`src/rtl/rr_mux_arbiter_pkg.sv`:
```
// Shared types and constants for the round-robin 16:1 mux arbiter.
// Optional tenure limit in the top level is enabled by defining ARB_TIMEOUT_EN.
package arb_pkg;

  localparam int N_REQ = 16;
  localparam int SEL_W = 4;

  typedef enum logic {IDLE, GRANT} arb_state_t;

  typedef logic [SEL_W-1:0] sel_t;

  function automatic logic [N_REQ-1:0] sel2onehot(input sel_t s);
    logic [N_REQ-1:0] v;
    v    = '0;
    v[s] = 1'b1;
    return v;
  endfunction

endpackage

```
`src/rtl/rr_mux_arbiter_pick.sv`:
```
// Rotate-priority encoder: first requester at or after ptr (cyclic), optionally
// ignoring one index. Rotates req so ptr lands at bit 0, encodes, adds ptr back.
module rr_pick
  import arb_pkg::*;
(
  input  logic [N_REQ-1:0] req,
  input  sel_t             ptr,
  input  logic             excl_en,
  input  sel_t             excl_idx,
  output logic             found,
  output sel_t             idx
);

  logic [N_REQ-1:0] masked;
  logic [N_REQ-1:0] rot;
  sel_t             off;
  logic             hit;

  always_comb begin
    masked = req;
    if (excl_en) begin
      masked[excl_idx] = 1'b0;
    end
  end

  always_comb begin
    rot = '0;
    for (int unsigned i = 0; i < N_REQ; i++) begin
      rot[i] = masked[sel_t'(ptr + sel_t'(i))];
    end
  end

  always_comb begin
    off = '0;
    hit = 1'b0;
    for (int unsigned i = 0; i < N_REQ; i++) begin
      if (rot[i] && !hit) begin
        off = sel_t'(i);
        hit = 1'b1;
      end
    end
  end

  assign found = |rot;
  assign idx   = sel_t'(ptr + off);

endmodule

```
`src/rtl/rr_mux_arbiter.sv`:
```
// Round-robin arbiter driving the select of a shared 16:1 mux.
// Define ARB_TIMEOUT_EN to force rotation after MAX_HOLD cycles of contended tenure.
module rr_mux_arbiter
  import arb_pkg::*;
#(
  parameter int MAX_HOLD = 8
)
(
  input  logic             clk,
  input  logic             reset,
  input  logic [N_REQ-1:0] req,
  output logic [N_REQ-1:0] grant,
  output sel_t             sel,
  output logic             busy
);

  if (MAX_HOLD < 1) begin : g_max_hold_chk
    $error("MAX_HOLD must be >= 1");
  end

  arb_state_t       state_q, state_d;
  sel_t             ptr_q, ptr_d;
  sel_t             sel_q, sel_d;
  logic [N_REQ-1:0] grant_q, grant_d;

  logic owner_req;
  logic force_rot;
  logic load;
  sel_t pick_ptr;
  logic pick_found;
  sel_t pick_idx;

  assign owner_req = req[sel_q];

`ifdef ARB_TIMEOUT_EN
  localparam int CNT_W = (MAX_HOLD > 1) ? $clog2(MAX_HOLD) : 1;
  typedef logic [CNT_W-1:0] cnt_t;
  localparam cnt_t HOLD_LIM = cnt_t'(MAX_HOLD - 1);

  cnt_t cnt_q, cnt_d;
  logic others_req;

  assign others_req = |(req & ~grant_q);
  assign force_rot  = (state_q == GRANT) && (cnt_q == HOLD_LIM) && owner_req && others_req;

  always_comb begin
    cnt_d = cnt_q;
    if (state_d != GRANT || load) begin
      cnt_d = '0;
    end else if (cnt_q != HOLD_LIM) begin
      cnt_d = cnt_q + cnt_t'(1);
    end
  end

  always_ff @(posedge clk or negedge reset) begin
    if (!reset) begin
      cnt_q <= '0;
    end else begin
      cnt_q <= cnt_d;
    end
  end
`else
  assign force_rot = 1'b0;
`endif

  // While busy, the search always starts just past the current owner so the
  // releasing owner ends up with lowest priority.
  assign pick_ptr = (state_q == GRANT) ? sel_t'(sel_q + sel_t'(1)) : ptr_q;

  rr_pick u_pick (
    .req      (req),
    .ptr      (pick_ptr),
    .excl_en  (force_rot),
    .excl_idx (sel_q),
    .found    (pick_found),
    .idx      (pick_idx)
  );

  always_comb begin
    state_d = state_q;
    ptr_d   = ptr_q;
    sel_d   = sel_q;
    grant_d = grant_q;
    load    = 1'b0;
    unique case (state_q)
      IDLE: begin
        grant_d = '0;
        if (pick_found) begin
          grant_d = sel2onehot(pick_idx);
          sel_d   = pick_idx;
          load    = 1'b1;
          state_d = GRANT;
        end
      end
      GRANT: begin
        if (!owner_req || force_rot) begin
          ptr_d = pick_ptr;
          if (pick_found) begin
            grant_d = sel2onehot(pick_idx);
            sel_d   = pick_idx;
            load    = 1'b1;
          end else begin
            grant_d = '0;
            state_d = IDLE;
          end
        end
      end
      default: begin
        grant_d = '0;
        state_d = IDLE;
      end
    endcase
  end

  always_ff @(posedge clk or negedge reset) begin
    if (!reset) begin
      state_q <= IDLE;
      ptr_q   <= '0;
      sel_q   <= '0;
      grant_q <= '0;
    end else begin
      state_q <= state_d;
      ptr_q   <= ptr_d;
      sel_q   <= sel_d;
      grant_q <= grant_d;
    end
  end

  assign grant = grant_q;
  assign sel   = sel_q;
  assign busy  = (state_q == GRANT);

endmodule

```
`config.mk`:
```
export PLATFORM = sky130hd
export DESIGN_NAME = rr_mux_arbiter
export DESIGN_NICKNAME = d
export VERILOG_FILES = /design/src/rtl/rr_mux_arbiter_pkg.sv /design/src/rtl/rr_mux_arbiter_pick.sv /design/src/rtl/rr_mux_arbiter.sv
export SDC_FILE = /design/constraint.sdc
export NUM_CORES = 1
export LEC_CHECK = 0
export ABC_CLOCK_PERIOD_IN_PS = 7210
export CAP_MARGIN = 0
export CORE_ASPECT_RATIO = 1.25
export CORE_MARGIN = 5
export CORE_UTILIZATION = 42
export CTS_BUF_LIST = sky130_fd_sc_hd__clkbuf_16
export DETAILED_ROUTE_END_ITERATION = 10
export PLACE_DENSITY_LB_ADDON = 0.25
export SLEW_MARGIN = 10
export SYNTH_ARGS = -nofsm -noshare
export SYNTH_HDL_FRONTEND = slang
export SYNTH_SLANG_ARGS = --single-unit
```
`constraint.sdc`:
```
create_clock -name clk -period 7.21 [get_ports clk]
set_input_delay 1.442 -clock clk [delete_from_list [all_inputs] [get_ports clk]]
set_output_delay 1.442 -clock clk [all_outputs]
set_load 0.03 [all_outputs]
```
==> impl_metrics.yaml <==
grt:
  grt_pass1_vias: 2333
  grt.overflow.total: 0
  grt_pass1_wl_mm: 11.6
  grt_max_degree: 26
  track_usage_pct: 17.9
  antenna_found_initial: 0
synth:
  dominantRegCellSynth: "dfrtp_1"
  yosys_warnings: 0
  synth_top_family_by_area: "multiplexers"
  yosysTopAreaCellShare_pct: 22.6
  synth-xor-area-share_pct: 7.88
  seq_area_frac_synth_pct: 22.6
  synth-async-reset-ratio_pct: 100
  synth.top_cells.by_area: "dfrtp_1, mux4_2, mux2i_1"
  syn_area_per_cell_um2: 10.3
  synth-compound-area-share_pct: 13.1
  synth_nets: 294
  synth_edf_count: 0
  yosys_register_bits: 25
  synth_top_area_cell: "dfrtp_1"
  synth_cell_type_count: 59
  synth_area_um2: 2760
  syn_inst: 269
  synthMuxAreaShare_pct: 27.8
  synth_adder_area_share_pct: 3.44
  synth_simple_gate_area_share_pct: 19.5
cts:
  cts_setup_buffers: 0
  cts_tree: "built"
  clk_pin_slew_ns: 0.06
  clock_latency_ns: 0.26
  cts.sinks: 25
  hold_buffers: 0
  htree_levels: 1
  cts_root_buffer: "clkbuf_16"
  clock_path_buffers: 2
  post_cts_resize_count: 0
  cts_inserted_buffers: 3
drt:
  wl_per_cell_um: 18.0
  drt_iter0_markers: 175
  vias: 2324
  firstDrtPassIters: 4
  routed_via_density: 6.08
  wl_mm: 6.87
  ant_nets: 0
  drc: 0
final_layout:
  area_growth_pct: 16.2
  diodes: 0
  utilization_pct: 49.5
  drive_above_1_share_pct: 15.3
  final_cell_mix: "clkdlybuf4s50_1, nand3_1, dfrtp_1, mux2i_1, nand2_1"
  nNetsFinal: 321
  final_common_cell: "clkdlybuf4s50_1"
hold_path:
  min_path_cells: 2
  hold_start: "grant[1]$_DFFE_PN0N_"
  hold_path_class: "flip-flop to flip-flop"
  min_to: "grant[1]$_DFFE_PN0N_"
sta:
  finalClockSkew_ns: 0.00406
  min_period_ns: 5.82
  slew_violations: 0
  period_share_pct: 80.8
  finalWorstSetupSlack_ns: 1.39
  worst_pin_slew_ns: 0.744
  timing.hold.ws_ns: 0.481
  relSlewSlack_pct: 49.3
  hold_viol: 0
  rsz0062_at_grt: "false"
  clock.fmax_mhz: 172
  final-setup-viol-count: 0
  tns_ns: 0
worst_setup_path:
  critical_path.cell_chain: "ha_1, xor2_1, mux2i_4, inv_2, xnor2_1, mux4_2, mux2i_1, a21oi_1, and2_1, or4bb_1, a31oi_1, ha_1, fa_1, xnor3_1, or2_1, o41ai_1"
  path_class: "flip-flop to flip-flop"
  ff2ff_path_depth: 16
  reg2reg_slack_ns: 1.39
  cp.required_ns: 7.34
  critPathSlowestCell: "mux2i_4"
  crit_fanout: 18
  cpPeakStageDelay_ns: 0.60
  crit_path_start_kind: "flip-flop"
  arrival_ns: 5.95
  timing.critical_path.mode_cell: "ha_1"
  reg2reg_to: "grant[0]$_DFFE_PN0N_"
  startpoint: "sel[0]$_DFFE_PN0P_"
  r2r-start: "sel[0]$_DFFE_PN0P_"
  endpoint_kind: "flip-flop"
floorplan:
  rows: 33
  ioPinCount: 39
  die_w_um: 82.6
  start_util_pct: 42.6
  die-height_um: 101
  core-area_um2: 6480
  die_area_um2: 8310
placed_design:
  dp_hpwl_mm: 5.41
  routabilityCongestion: 0.783
  place_worst_setup_slack_ns: 1.23
  io_buffers: 38
run_status:
  status: "finished, final reports clean"
flow_run:
  maxCapViolCount: 0
-- flip-flops by register name, summed over array words and instances (netlist names) --
| signal | count |
|---|---|
| sel | 4 |
| ptr_q | 4 |
| grant | 16 |
| busy | 1 |
-- kinds of logic (layout without fill, tap and decap cells) --
logic type,after synthesis,after routing
AOI/OAI and AO/OA,49,49
adders and majority gates,7,7
DFF,25,25
xor gates and xnor gates,20,20
muxes,49,49
and+or+nand+nor,93,93
buffers and inverters,26,52
-- worst max-delay path: cells and delay by family (launching register included) --
kind	cells	cell delay (ns)
simple gates	3	1.06
flops	1	0.57
buf+inv	1	0.28
fa+ha+maj	3	0.84
xor+xnor	3	0.99
mux	3	1.01
compound gates	3	0.91
-- worst max-delay path by stage --
stage / endpoint / slack (ns) / depth (start not counted)
after floorplan: grant[2]$_DFFE_PN0N_ / 2.12 / 18
after global placement: grant[0]$_DFFE_PN0N_ / 1.34 / 13
after detailed placement: grant[0]$_DFFE_PN0N_ / 1.23 / 13
after CTS: grant[0]$_DFFE_PN0N_ / 1.32 / 15
after global routing: grant[0]$_DFFE_PN0N_ / 0.86 / 16
final: grant[0]$_DFFE_PN0N_ / 1.39 / 16
-- metrics by stage --
step,area [um2],cells
final,3210,382
after detailed placement,3140,378
after CTS,3220,382
after floorplan,2760,269
after global routing,3210,382
after global placement,3140,378
-- cell usage after synthesis (6+ instances only) --
cell type,n
nand3_1,27
dfrtp_1,25
mux2i_1,22
nand2_1,21
mux4_2,14
o21ai_0,11
xnor2_1,11
and2_1,8
a21oi_1,7
buf_2,7
inv_1,7
mux2_2,7
nor2_1,7
ha_1,6
-- final cells by class --
cell class | count | area [um2]
Fill cell | 615 | 3270
Multi-Input combinational cell | 218 | 1980
Sequential cell | 25 | 626
Timing Repair Buffer | 39 | 383
Tap cell | 87 | 109
Clock buffer | 3 | 75.1
Inverter | 9 | 33.8
Clock inverter | 1 | 3.75
-- routing by layer --
layer | vias to the layer above | GRT usage (%) | part of all wire (%) | wire length, um
met5 | - | 0 | 0 | 0
met4 | 0 | 4.78 | 1.7 | 114
met3 | 11 | 2.15 | 4.2 | 287
met2 | 60 | 30.9 | 52 | 3590
met1 | 1168 | 23.3 | 42 | 2880
li1 | 1085 | - | - | -
Power is not shown: default switching activity piles up to over one toggle a cycle in this logic, so the estimate is an artifact.
